==> src/rtl/support_ram_loader_pkg.sv <==
// Shared definitions for the support RAM loader.
//   - state_t        : frame parser states (3-bit encoding, ST_IDLE..ST_CSUM)
//   - wr_req_t       : one RAM write (address + data) as driven onto sys_A/sys_data
//   - DEF_SYNC_BYTE  : default frame start marker
//   - DEF_TIMEOUT_CYCLES : default inter-byte idle limit inside a frame
//   - csum_add       : modulo-256 running checksum step
package support_ram_loader_pkg;

  localparam logic [7:0]  DEF_SYNC_BYTE      = 8'hA5;
  localparam logic [31:0] DEF_TIMEOUT_CYCLES = 32'd50000;

  typedef enum logic [2:0] {
    ST_IDLE   = 3'd0,
    ST_ADDR_H = 3'd1,
    ST_ADDR_L = 3'd2,
    ST_LEN_H  = 3'd3,
    ST_LEN_L  = 3'd4,
    ST_DATA   = 3'd5,
    ST_CSUM   = 3'd6
  } state_t;

  typedef struct packed {
    logic [15:0] a;
    logic [7:0]  data;
  } wr_req_t;

  function automatic logic [7:0] csum_add(input logic [7:0] sum, input logic [7:0] b);
    return sum + b;
  endfunction

endpackage

==> src/rtl/support_ram_loader_timeout.sv <==
// Inter-byte idle counter for the loader.
//   clk, nreset : clock, async active-low reset
//   clear       : zero the counter (a byte was accepted, or no frame is open)
//   enable      : count this cycle (a frame is open)
//   expire      : this cycle is the LIMIT-th consecutive idle cycle; the
//                 parent aborts the frame on the same edge
// clear wins over expire, so a byte arriving on the expiring cycle keeps the
// frame alive.
module support_loader_timeout
  import support_ram_loader_pkg::*;
#(
  parameter logic [31:0] LIMIT = DEF_TIMEOUT_CYCLES
) (
  input  logic clk,
  input  logic nreset,
  input  logic clear,
  input  logic enable,
  output logic expire
);

  logic [31:0] cnt;

  // Flag one cycle early so the abort lands on the edge where the count
  // would reach LIMIT.
  assign expire = enable && !clear && (cnt == LIMIT - 32'd1);

  always_ff @(posedge clk or negedge nreset) begin
    if (!nreset)              cnt <= '0;
    else if (clear || expire) cnt <= '0;
    else if (enable)          cnt <= cnt + 32'd1;
  end

endmodule

==> src/rtl/support_ram_loader.sv <==
// Framed byte-stream loader feeding the support CPU RAM write port.
// Frame: SYNC, ADDR_H, ADDR_L, LEN_H, LEN_L, LEN payload bytes, CSUM.
// The modulo-256 sum of every byte after SYNC (CSUM included) must be zero.
//   clk, nreset        : clock, async active-low reset
//   rx_data/rx_valid   : byte stream in; rx_ready is always 1 (one byte/clock)
//   sys_en             : loader owns the RAM port for the whole frame
//   sys_A/sys_data/sys_wr : RAM write, one strobe per payload byte, 1-clock latency
//   busy               : frame in progress
//   load_done/load_err : one-cycle result pulses (good checksum / bad or timeout)
module support_ram_loader
  import support_ram_loader_pkg::*;
#(
  parameter logic [7:0]  SYNC_BYTE      = DEF_SYNC_BYTE,
  parameter logic [31:0] TIMEOUT_CYCLES = DEF_TIMEOUT_CYCLES
) (
  input  logic        clk,
  input  logic        nreset,
  input  logic [7:0]  rx_data,
  input  logic        rx_valid,
  output logic        rx_ready,
  output logic        sys_en,
  output logic [15:0] sys_A,
  output logic [7:0]  sys_data,
  output logic        sys_wr,
  output logic        busy,
  output logic        load_done,
  output logic        load_err
);

  state_t      state;
  wr_req_t     wr;
  logic [7:0]  addr_hi, len_hi, sum, sum_next;
  logic [15:0] addr, count;
  logic        accept, expire;

  assign rx_ready = 1'b1;
  assign accept   = rx_valid;          // rx_ready is constant
  assign busy     = (state != ST_IDLE);
  assign sum_next = csum_add(sum, rx_data);
  assign sys_A    = wr.a;
  assign sys_data = wr.data;

  // Counter is held at zero outside a frame and restarted by every byte.
  support_loader_timeout #(.LIMIT(TIMEOUT_CYCLES)) u_timeout (
    .clk    (clk),
    .nreset (nreset),
    .clear  (accept || !busy),
    .enable (busy),
    .expire (expire)
  );

  always_ff @(posedge clk or negedge nreset) begin
    if (!nreset) begin
      state     <= ST_IDLE;
      wr        <= '0;
      addr_hi   <= '0;
      len_hi    <= '0;
      sum       <= '0;
      addr      <= '0;
      count     <= '0;
      sys_en    <= 1'b0;
      sys_wr    <= 1'b0;
      load_done <= 1'b0;
      load_err  <= 1'b0;
    end else begin
      sys_wr    <= 1'b0;
      load_done <= 1'b0;
      load_err  <= 1'b0;
      if (expire) begin
        // Abort; writes already issued stay in RAM.
        state    <= ST_IDLE;
        sys_en   <= 1'b0;
        load_err <= 1'b1;
      end else if (accept) begin
        unique case (state)
          ST_IDLE: begin
            if (rx_data == SYNC_BYTE) begin
              state  <= ST_ADDR_H;
              sum    <= '0;
              sys_en <= 1'b1;
            end
          end
          ST_ADDR_H: begin
            addr_hi <= rx_data;
            sum     <= sum_next;
            state   <= ST_ADDR_L;
          end
          ST_ADDR_L: begin
            addr  <= {addr_hi, rx_data};
            sum   <= sum_next;
            state <= ST_LEN_H;
          end
          ST_LEN_H: begin
            len_hi <= rx_data;
            sum    <= sum_next;
            state  <= ST_LEN_L;
          end
          ST_LEN_L: begin
            count <= {len_hi, rx_data};
            sum   <= sum_next;
            state <= ({len_hi, rx_data} != 16'd0) ? ST_DATA : ST_CSUM;
          end
          ST_DATA: begin
            sys_wr  <= 1'b1;
            wr.a    <= addr;
            wr.data <= rx_data;
            addr    <= addr + 16'd1;   // wraps 0xFFFF -> 0x0000
            count   <= count - 16'd1;
            sum     <= sum_next;
            if (count == 16'd1) state <= ST_CSUM;
          end
          ST_CSUM: begin
            // sys_en drops with the pulse; the last write strobed a cycle earlier.
            sum       <= sum_next;
            load_done <= (sum_next == 8'h00);
            load_err  <= (sum_next != 8'h00);
            sys_en    <= 1'b0;
            state     <= ST_IDLE;
          end
          default: begin
            state  <= ST_IDLE;
            sys_en <= 1'b0;
          end
        endcase
      end
    end
  end

endmodule
==> config.mk <==
export PLATFORM = sky130hd
export DESIGN_NAME = support_ram_loader
export DESIGN_NICKNAME = d
export VERILOG_FILES = /design/src/rtl/support_ram_loader_pkg.sv /design/src/rtl/support_ram_loader_timeout.sv /design/src/rtl/support_ram_loader.sv
export SDC_FILE = /design/constraint.sdc
export NUM_CORES = 1
export LEC_CHECK = 0
export ABC_AREA = 1
export BUFFER_PORTS_ARGS = -buffer_cell sky130_fd_sc_hd__buf_4
export CORE_ASPECT_RATIO = 1.25
export CORE_MARGIN = 4
export CORE_UTILIZATION = 25
export CTS_CLUSTER_DIAMETER = 150
export CTS_CLUSTER_SIZE = 14
export DETAILED_ROUTE_END_ITERATION = 16
export PLACE_DENSITY_LB_ADDON = 0.05
export RECOVER_POWER = 100
export SLEW_MARGIN = 20
export SYNTH_ARGS = -nofsm -noshare
export SYNTH_HDL_FRONTEND = slang
export SYNTH_SLANG_ARGS = --single-unit
export TNS_END_PERCENT = 20
==> constraint.sdc <==
create_clock -name clk -period 2.4 [get_ports clk]
set_input_delay 0.12 -clock clk [delete_from_list [all_inputs] [get_ports clk]]
set_output_delay 0.12 -clock clk [all_outputs]
set_load 0.005 [all_outputs]
==> impl_metrics.csv <==
group,metric,value,unit
clock_tree,cts_buffers,17,
clock_tree,insertion_delay,0.43,ns
synth,netlist.area_leader.share,0.445,
setup_path,worstPathRequired,2.77,ns
pwr,p_sw,3.45,mW
pwr,swShare,0.402,
timing,setup_violations,0,
synth,syn_area_per_cell,7.41,um^2
timing,slew-limit-headroom,-0.0453,
setup_path,crit_type,"flip-flop to flip-flop",
finish,area_delta_synth_final,16.4,%
setup_path,cp_common_cell,"nand2_1",
clock_tree,path_clk_slew,0.06,ns
setup_path,cp_top_family,"buffers and inverters",
setup_path,crit_path_max_fanout,18,
synth,syn-num-nets,925,
grt,antenna_found_initial,0,
timing,min_period,2.08,ns
pwr,p_int,5.13,mW
setup_path,crit_buf_inv,3,
job,max_cap_violations,1,
synth,yosys-top-cells-area,"dfrtp_1 (45%), nand2_1 (14%), nor2_1 (6.8%)",
synth,post-synth-top-area-cell,"dfrtp_1",
finish,nets,966,
setup_path,worstPathCellList,"inv_1, nor2_1, nand2_1, inv_2, clkbuf_1, nand3_1, o22ai_1, nand2_1, nand2_1",
drt,highest_layer,"met4",
setup_path,slowest_delay,0.40,ns
timing,slew_violations,27,
clock_tree,cts-htree-levels,4,
setup_path,arrival,2.45,ns
timing,whs,0.0529,ns
place,gp_congestion,0.789,
synth,synth_cell_types,43,
status,violations,"max-capacitance violations, max-slew violations",
clock_tree,clockBufferDepth,2,
drt,wire_per_inst,15.7,um
drt,ant_nets,0,
drt,route.layer.met1.wl,9990,um
floorplan,core,26200,um^2
synth,synth-edff-count,0,
pwr,p_per_area,1100,nW/um^2
drt,route.detailed.drc,0,
drt,routed_wl,20400,um
grt,grt_pass1_vias,5964,
place,post-dp-hpwl,15100,um
place,placed_area,7320,um^2
clock_tree,cts-root-buf,"clkbuf_16",
setup_path,cp_slowest_cell,"dfrtp_1",
setup_path,worstSetupEndpointType,"flip-flop",
drt,viasPerCell,4.44,
finish,final_cell_area,7790,um^2
timing,tightestPinTransition,1.57,ns
synth,async_flop_share,1.00,
floorplan,start_util,0.255,
floorplan,ios,41,
finish,antennaDiodeCount,0,
timing,setup-tns-final,0,ns
synth,synth-seq-cells,119,
grt,grt_overflow_total,0,
timing,fmax,481,MHz
drt,dr.first_iter.drc_count,324,
clock_tree,cts_setup_buffers,0,
floorplan,core.rowCount,66,
pwr,p_seq_frac,0.381,
drt,firstDrtPassIters,5,
pwr,peakVddDrop,0.000480,V
finish,drive_gt1_frac,0.0931,
timing,finalHoldViolations,0,
min_path,worstHoldPathType,"input pin to flip-flop",
place,portBuffers,39,
clock_tree,clock_sinks,119,
timing,worst_clock_skew,0.0138,ns
pwr,clkPwrFrac,0.274,
grt,grt_first_pass_wirelength,33300,um
synth,synthesis.area,6690,um^2
floorplan,dieArea,29400,um^2
clock_tree,cts_tree,"done",
synth,synthFlopType,"dfrtp_1",
floorplan,die_x,154,um
grt,grt_start_max_net_pins,65,
synth,ys_seq_area_frac,0.445,
synth,synthCells,902,
drt,met2_length,9720,um
pwr,pwr-share-comb,0.345,
drt,wl_met3,465,um
status,outcome,"finished, violations left",
timing,fin_crit_sh,0.866,
synth,yosysWarnings,0,
grt,track_usage,0.145,
floorplan,dieHeight,191,um
timing,rsz0062_at_grt,"false",
drt,vias,5753,
setup_path,cp-start-kind,"flip-flop",
pwr,p_leak,3.55,nW
## Yosys cell counts, drive strengths merged, types with 2 or more instances
| cell | number |
|---|---|
| and2 | 2 |
| xor2 | 16 |
| a31oi | 3 |
| inv | 98 |
| ha | 11 |
| o21ai | 85 |
| nand4 | 18 |
| dfrtp | 119 |
| o22ai | 6 |
| nor3b | 2 |
| xnor2 | 8 |
| o21a | 2 |
| buf | 21 |
| nand3b | 4 |
| nand3 | 37 |
| clkbuf | 3 |
| nand2 | 264 |
| nor3 | 39 |
| nor2 | 129 |
| a21oi | 27 |
## cell families after synthesis
kind of cell	synth area share
AOI/OAI and AO/OA	0.101
other	0.000561
buffers and inverters	0.0776
and+or+nand+nor	0.321
DFF	0.445
xor gates and xnor gates	0.0314
adders and majority gates	0.0236
## layout by cell type, fill, tap and decap left out, drive strengths merged
| cell | n |
|---|---|
| nand2 | 264 |
| nor2 | 129 |
| dfrtp | 119 |
| inv | 99 |
| o21ai | 85 |
| clkbuf | 48 |
| nor3 | 39 |
| nand3 | 37 |
| a21oi | 27 |
| nand4 | 18 |
| xor2 | 16 |
| buf | 14 |
| ha | 11 |
| xnor2 | 8 |
| clkinv | 8 |
| o22ai | 6 |
| clkinvlp | 6 |
| nand3b | 4 |
| a31oi | 3 |
| o21a | 2 |
| nor3b | 2 |
| and2 | 2 |
| a22oi | 1 |
| o211ai | 1 |
| nor4 | 1 |
| a21o | 1 |
| or2 | 1 |
| o21bai | 1 |
| fa | 1 |
| conb | 1 |
| dlygate4sd3 | 1 |
## flip-flops by register name, indices dropped and copies added, names as in the netlist
register,flops
sys_wr,1
sys_data,8
load_err,1
u_timeout.cnt,32
len_hi,8
addr_hi,8
sum,8
load_done,1
state,3
addr,16
sys_A,16
count,16
sys_en,1
## per-layer routing
| metal | vias up | track usage |
|---|---|---|
| met5 | - | 0 |
| met4 | 0 | 0.0452 |
| met3 | 16 | 0.0263 |
| met2 | 84 | 0.241 |
| met1 | 2668 | 0.191 |
| li1 | 2985 | - |
## tightest hold or removal path: cells and delay by family
kind / cells / cell delay (ns)
buffers and inverters: 1 / 0.17
AND/OR/NAND/NOR: 2 / 0.14
## metrics by stage
| stage | cells | total power [mW] | utilization | setup WS, ns |
|---|---|---|---|---|
| 6_report | 1296 | 8.58 | 0.297 | 0.321 |
| 5_1_grt | 1296 | 9.39 | 0.297 | 0.0925 |
| 4_1_cts | 1296 | 8.85 | 0.300 | 0.352 |
| 3_5_place_dp | 1263 | 6.43 | 0.279 | 0.384 |
| 3_3_place_gp | 1263 | 6.46 | 0.279 | 0.412 |
| 2_1_floorplan | 902 | 5.30 | - | 0.701 |
## layout make-up
class,count,area (um^2)
Sequential cell,119,2980
Fill cell,2844,18400
Inverter,98,368
Tap cell,340,425
Clock buffer,17,425
Clock inverter,15,109
Timing Repair Buffer,46,333
Multi-Input combinational cell,661,3150
## power groups by stage
stage | Clock, mW | Combinational [mW] | Sequential [mW]
after floorplan | 0 | 2.15 | 3.15
after global placement | 0 | 3.14 | 3.33
after detailed placement | 0 | 3.12 | 3.31
after CTS | 2.43 | 3.14 | 3.28
after global routing | 2.53 | 3.48 | 3.38
final | 2.35 | 2.96 | 3.26
## final timing paths
kind / startpoint / end / slack, ns / cells after the start
min in group asynchronous: nreset / u_timeout.cnt[9]$_DFFE_PN0P_ / 0.15 / 2
setup reg to reg: state[0]$_DFFE_PN0P_ / count[7]$_DFFE_PN0P_ / 0.32 / 9
hold / removal: rx_valid / sum[0]$_DFFE_PN0P_ / 0.05 / 3
setup / recovery: state[0]$_DFFE_PN0P_ / count[7]$_DFFE_PN0P_ / 0.32 / 9
max in group asynchronous: nreset / state[1]$_DFFE_PN0P_ / 0.48 / 3
hold reg to reg: sys_A[1]$_DFFE_PN0P_ / sys_A[1]$_DFFE_PN0P_ / 0.47 / 2
## repair_timing
item                      4_1_cts  5_1_grt
hold buffers                    1        0
gates resized for setup         0        0
hold endpoints to repair       39        0
Power figures use the tool's default switching activity.
